File: src/rtl/onehot_dispatch.sv
// Registered 3-to-8 one-hot dispatcher: accepts an index, drives one line for HOLD cycles, then a dead cycle.
// Optional cancel of the active drive is enabled by defining ONEHOT_DISPATCH_ABORT_EN.
module onehot_dispatch #(
   parameter int HOLD = 4
) (
   input  logic       clk,
   input  logic       rst,
   input  logic       in_valid,
   output logic       in_ready,
   input  logic [2:0] idx,
   output logic [7:0] d,
   output logic       busy,
   output logic       done,
   output logic [2:0] last_idx
`ifdef ONEHOT_DISPATCH_ABORT_EN
   ,
   input  logic       abort,
   output logic       aborted
`endif
);

   typedef enum logic [1:0] {
      S_IDLE  = 2'd0,
      S_DRIVE = 2'd1,
      S_GAP   = 2'd2
   } state_t;

   localparam logic [7:0] HOLD_M1 = 8'(HOLD - 1);

   state_t     r_state, w_state_next;
   logic [7:0] r_cnt, w_cnt_next;
   logic [7:0] r_d, w_d_next;
   logic       r_ready, w_ready_next;
   logic       r_busy, w_busy_next;
   logic       r_done, w_done_next;
   logic [2:0] r_last_idx, w_last_idx_next;
   logic       w_abort;
   logic       w_accept;
   logic [7:0] w_decode;

`ifdef ONEHOT_DISPATCH_ABORT_EN
   logic r_aborted, w_aborted_next;
   assign w_abort = abort;
   assign aborted = r_aborted;
`else
   assign w_abort = 1'b0;
`endif

   genvar gi;
   generate
      for (gi = 0; gi < 8; gi++) begin : g_decode
         assign w_decode[gi] = (idx == 3'(gi));
      end
   endgenerate

   assign w_accept = (r_state == S_IDLE) && in_valid;

   // State register: every output is a flop so downstream sees glitch-free strobes.
   always_ff @(posedge clk) begin
      if (rst) begin
         r_state    <= S_IDLE;
         r_cnt      <= 8'd0;
         r_d        <= 8'h00;
         r_ready    <= 1'b1;
         r_busy     <= 1'b0;
         r_done     <= 1'b0;
         r_last_idx <= 3'b000;
`ifdef ONEHOT_DISPATCH_ABORT_EN
         r_aborted  <= 1'b0;
`endif
      end else begin
         r_state    <= w_state_next;
         r_cnt      <= w_cnt_next;
         r_d        <= w_d_next;
         r_ready    <= w_ready_next;
         r_busy     <= w_busy_next;
         r_done     <= w_done_next;
         r_last_idx <= w_last_idx_next;
`ifdef ONEHOT_DISPATCH_ABORT_EN
         r_aborted  <= w_aborted_next;
`endif
      end
   end

   always_comb begin
      w_state_next = r_state;
      w_cnt_next   = r_cnt;
      case (r_state)
         S_IDLE: begin
            if (in_valid) begin
               w_state_next = S_DRIVE;
               w_cnt_next   = HOLD_M1;
            end
         end
         S_DRIVE: begin
            // A cancel on the final cycle still wins over normal completion.
            if (w_abort || (r_cnt == 8'd0)) begin
               w_state_next = S_GAP;
               w_cnt_next   = 8'd0;
            end else begin
               w_cnt_next = r_cnt - 8'd1;
            end
         end
         S_GAP: begin
            w_state_next = S_IDLE;
         end
         default: begin
            w_state_next = S_IDLE;
            w_cnt_next   = 8'd0;
         end
      endcase
   end

   always_comb begin
      w_d_next        = 8'h00;
      w_ready_next    = (w_state_next == S_IDLE);
      w_busy_next     = (w_state_next != S_IDLE);
      w_done_next     = (r_state == S_DRIVE) && (w_state_next == S_GAP) && !w_abort;
      w_last_idx_next = r_last_idx;
      if (w_accept) begin
         w_d_next        = w_decode;
         w_last_idx_next = idx;
      end else if ((r_state == S_DRIVE) && (w_state_next == S_DRIVE)) begin
         w_d_next = r_d;
      end
`ifdef ONEHOT_DISPATCH_ABORT_EN
      w_aborted_next = (r_state == S_DRIVE) && w_abort;
`endif
   end

   assign d        = r_d;
   assign in_ready = r_ready;
   assign busy     = r_busy;
   assign done     = r_done;
   assign last_idx = r_last_idx;

endmodule

File: config.mk
export PLATFORM = sky130hd
export DESIGN_NAME = onehot_dispatch
export DESIGN_NICKNAME = d
export VERILOG_FILES = /design/src/rtl/onehot_dispatch.sv
export SDC_FILE = /design/constraint.sdc
export NUM_CORES = 1
export LEC_CHECK = 0
export CAP_MARGIN = 10
export CELL_PAD_IN_SITES_DETAIL_PLACEMENT = 1
export CELL_PAD_IN_SITES_GLOBAL_PLACEMENT = 2
export CORE_UTILIZATION = 31
export CTS_BUF_LIST = sky130_fd_sc_hd__clkbuf_8
export DETAILED_ROUTE_END_ITERATION = 12
export GPL_TIMING_DRIVEN = 0
export PLACE_DENSITY_LB_ADDON = 0.1
export SYNTH_ARGS = -nofsm -noshare
export SYNTH_HDL_FRONTEND = slang
export SYNTH_SLANG_ARGS = --single-unit
File: constraint.sdc
create_clock -name clk -period 1.7 [get_ports clk]
set_input_delay 0.255 -clock clk [delete_from_list [all_inputs] [get_ports clk]]
set_output_delay 0.255 -clock clk [all_outputs]
set_load 0.02 [all_outputs]
# Word-level counts from Yosys, hierarchy flattened
# Cells that the tools add are included.
# classes
n_addsub,1
eq_ne,13
mux,8
bitwise_logic,1
reduce_logical,9
# ops
cell,n
$mux W8,4
$pmux W8 S3,1
$eq A3 B3 Y1 const B,4
$logic_not A8 Y1,1
$sub A8 B1 Y8 const B,1
$eq A3 B2 Y1 const B,2
$eq A2 B1 Y1 const B,2
$eq A2 B2 Y1 const B,2
$logic_not A2 Y1,2
$mux W2,2
$ne A2 B2 Y1 const B,2
$pmux W2 S2,1
$eq A3 B1 Y1 const B,1
$logic_and A1 B1 Y1,3
$logic_not A3 Y1,1
$reduce_and A2 Y1,1
$reduce_bool A2 Y1,1
$not A1 Y1,1
# totals
regBits,24
input_bits,6
output_inout_bits,14

# Logic depth before layout (Yosys ltp)
# logic_depth
word_depth,7
depth_mapped,7

# Worst setup path after synthesis
# No wires, ideal clock.
# synth_timing
path_type,register to register
startpoint,reg r_cnt[0]
endpoint,"reg r_d[4], in the netlist d[4]"
t_arrival_ns,1.405
t_required_ns,1.572
setup_slack_ns,0.167
path_stages_with_launch,8
synth_period_minus_slack_ns,1.533
path_cell_list,dfxtp_1 inv_1 ha_1 nor3b_2 a21oi_2 buf_2 a22oi_1 nor2_1
# synth_between
elab_chain_cells,6
# synth_lines
element,line_no,source
"start, declared",31,"logic [7:0] r_cnt, w_cnt_next;"
"start signal, assigned",73,r_cnt <= w_cnt_next;
$logic_not A8 Y1,97,if (w_abort || (r_cnt == 8'd0)) begin
$mux W2,97,
$pmux W2 S2,88,case (r_state)
$eq A2 B1 Y1,123,end else if ((r_state == S_DRIVE) && (w_state_next == S_DRIVE)) begin
$logic_and A1 B1 Y1,123,
$ne A2 B2 Y1 (no source line),n/a,
"end signal, assigned",74,r_d <= w_d_next;
"end, declared",32,"logic [7:0] r_d, w_d_next;"
# Every way passes these cells.
# A chain may end at the register's enable or synchronous reset.

# Final worst setup path
# layout_timing
startpoint,reg r_cnt[3]
endpoint,reg r_cnt[6]
# layout_between
elab_chain_cells,3
word_cells_on_any_way,4
cone_classes,add/sub: 1; mux: 2; reduce/logical: 1
# layout_lines
element,line_no
$sub A8 B1 Y8 / $logic_not A8 Y1 (equally long branches),"101, 97"
$mux W8 (*),97
$pmux W8 S3 (*),88
# Every way passes the cells marked *; elsewhere a longest branch is shown, timed or not.

==> run summary <==
====================================================================================================
Iter 0 DRT Violations                                                                             61
Final setup fails                                                                                  0
Aggregate routed wire length                                                            2720 microns
Slew of the pin with the lowest slew margin                                                 0.554 ns
Std-Cell Core Area                                                                      0.00308 sq mm
Buffers from clock root to sink, at most                                                           2
Register area share after synthesis                                                            0.471
IR drop worst, VDD                                                                        0.000445 V
Pin count of the biggest net entering global routing                                              14
Number of clock sinks seen by CTS                                                                 24
Number of synthesized register bits                                                               24
Longest individual stage delay on the worst path                                             0.59 ns
TritonCTS clock tree                                                                            done
Cells traversed along the worst timing path                                             or4_4 > nor4_4 > a211oi_1 > nor3_2
Power spent charging and discharging nets                                                   0.472 mW
Setup slack after layout                                                                   0.0740 ns
Headroom to the max-slew limit                                                                 0.631
Wire length of the first global-routing pass                                            4240 microns
Average wire per cell in the routed design                                              14.6 microns
Sort of element at the start of the critical path                                           register
Kind of path behind the tightest hold check                                                  reg2reg
Power density over the cells                                                            1070 mW/mm^2
Clock power share                                                                              0.272
Critical path launch point                                                              r_cnt[3]$_SDFFE_PP0P_
Layout cells sized above 1                                                                     0.120
Internal Pwr Total                                                                          0.990 mW
Summed negative setup slack over all endpoints                                                  0 ns
Clock root buffer master                                                                    clkbuf_8
Synthesis-to-finish area growth                                                                34.0%
Number of design rule violations left after detail routing                                         0
Die boundary height                                                                     59.4 microns
Classification of the worst setup path                                                       reg2reg
Tot GR Track Use                                                                               0.166
Post-route clock skew                                                                     0.00268 ns
Cell at the slowest stage of the critical path                                                 or4_4
Leading cell type in the layout, fill and taps excluded                                      dfxtp_1
Required time of the critical path                                                           1.90 ns
Share of power burned in registers                                                             0.440
Pre-CTS worst setup slack                                                                  -0.169 ns
Total via count after detailed routing                                                           930
Share of power burned in combinational logic                                                   0.288
Avg Vias per Cell                                                                               5.00
Global route overflow                                                                              0
Buffers and inverters on the worst path                                                            0
Syn_area_per_cell                                                                         8.79 sq um
Starting density of the core                                                                   0.331
Clock-pin slew reported for the worst setup and hold paths after clock tree synthesis        0.09 ns
Hold path startpoint                                                                    last_idx[0]$_SDFFE_PP0P_
Worst-Skew Late Latency                                                                      0.27 ns
Die ar.                                                                                 0.00352 sq mm
Syn_nets                                                                                         124
Width of the die                                                                        59.4 microns
Number of failing hold endpoints at the final stage                                                0
Final Max Tran Viols                                                                               0
Result of the run                                                                          completed
Reg-to-Reg Start                                                                        r_cnt[3]$_SDFFE_PP0P_
Top Family by Delay on Critical Path                                                    simple AND/OR/NAND/NOR gates
Antenna diode count                                                                                0
Count of cell types in the netlist                                                                33
Detailed-router iteration count before antenna repair                                              4
Netlist Area Pre-Place                                                                  0.00102 sq mm
CTS hold repair buffers                                                                            0
# Max-Cap Violations                                                                               0
Number of instances in the synthesized netlist                                                   116
Timing-limited maximum frequency                                                           0.615 GHz
Count of nets after finishing                                                                    151
Leading cell types in the layout, fill and taps excluded                                dfxtp_1 (23), nor2_1 (21), clkdlybuf4s50_1 (19)
Number of buffers inserted during clock tree synthesis                                             3
Antenna violations before repair                                                                   0
Rows                                                                                              20
Count of buffers from port buffering                                                              19
Vias in the first global route                                                                   887
Placer Congestion                                                                              0.752
I/O pin count                                                                                     20
Number of warning messages in the yosys log                                                        0
Final min period                                                                             1.63 ns
Final worst-path cycle share                                                                   0.956
Crit path arrival time                                                                       1.83 ns
Critical Path End Type                                                                      register
Switching Share                                                                                0.323
ANT nets after route                                                                               0
Critical path fanouts, max                                                                         6
H-tree depth                                                                                       1
Placed wire-length estimate after detailed placement                                    1860 microns
Leakage power total                                                                         0.498 nW
====================================================================================================
metal layers:
layer  GRT usage  vias up  share of wire
met3      0.0218        2          0.022
met2       0.271       12           0.50
met5           0        -              0
met4      0.0714        0         0.0074
li1            -      465              -
met1       0.218      451           0.47
cell type report:
class / instances / area, sq um
Sequential cell: 24 / 482
Inverter: 4 / 15.0
Fill cell: 370 / 1710
Timing Repair Buffer: 22 / 213
Clock buffer: 4 / 55.1
Buffer: 4 / 20.0
Tap cell: 44 / 55.1
Multi-Input combinational cell: 84 / 527
sequential cells by signal, indices dropped and copies added, names as in the netlist:
register and cells:
last_idx 3, busy 1, r_cnt 8, done 1, in_ready 1, r_state 2, d 8
through the flow:
step	util	instance area (sq um)	hold slack, ns	total power [mW]	std cells
floorplan	-	1020	0.334	0.906	116
global placement	0.411	1260	0.445	1.02	179
detailed placement	0.411	1260	0.460	1.02	179
CTS	0.435	1340	0.473	1.45	183
global route	0.444	1370	0.487	1.54	186
finish	0.444	1370	0.463	1.46	186
power by group through the flow:
stage	Clock (mW)	Combinational, mW	Sequential, mW
after floorplan	0	0.241	0.665
after global placement	0	0.365	0.650
after detailed placement	0	0.372	0.653
after CTS	0.412	0.392	0.642
after global routing	0.427	0.464	0.650
final	0.398	0.421	0.643
path summary, 6_finish.rpt:
check,end,slack [ns],depth (start not counted)
setup / recovery,r_cnt[6]$_SDFFE_PP0P_,0.07,4
hold / removal,last_idx[0]$_SDFFE_PP0P_,0.46,2
setup reg to reg,r_cnt[6]$_SDFFE_PP0P_,0.07,4
hold reg to reg,last_idx[0]$_SDFFE_PP0P_,0.46,2
cell families (layout without fill, tap and decap cells):
logic type | count (synthesis) | after routing | synth area share
fa+ha+maj | 2 | 2 | 0.0245
compound gates | 28 | 28 | 0.190
buf+inv | 8 | 34 | 0.0319
flops | 24 | 24 | 0.471
simple gates | 54 | 54 | 0.282
tightest hold or removal path, stage by stage (launching register included):
cell     delay (ns)
dfxtp_1        0.32
nand2_1        0.05
a21oi_1        0.06
synth_stat cells:
library cell / number / area share
o2111ai_1: 1 / 0.0086
nand3_1: 1 / 0.0049
nor2b_1: 5 / 0.031
a22oi_1: 6 / 0.044
nor4_4: 1 / 0.021
or3b_2: 1 / 0.0086
o21ai_0: 2 / 0.0098
and2_1: 1 / 0.0061
a2bb2oi_1: 1 / 0.0086
nor3_2: 1 / 0.0098
a32oi_1: 3 / 0.026
buf_2: 2 / 0.0098
a21oi_2: 1 / 0.0086
nor2_1: 21 / 0.077
inv_1: 4 / 0.015
a211oi_1: 2 / 0.015
nor4_1: 1 / 0.0061
or3_1: 1 / 0.0061
nor3b_1: 1 / 0.0074
o211ai_1: 1 / 0.0074
a21oi_1: 7 / 0.034
nand2b_1: 2 / 0.012
or4_4: 1 / 0.011
clkbuf_1: 2 / 0.0074
nor3b_2: 1 / 0.012
a221oi_1: 1 / 0.0086
a31oi_1: 2 / 0.012
ha_1: 2 / 0.025
nor3_1: 5 / 0.025
nand2_1: 10 / 0.037
o21a_1: 1 / 0.0074
dfxtp_1: 24 / 0.47
nand3b_1: 1 / 0.0074
timing repair:
item	in CTS	in global routing
endpoints found under the setup margin	9	11
endpoints found under the hold margin	0	0
resized for setup	3	2
pin swaps	0	1
setup buffers	0	3
Power figures use the tool's default switching activity.
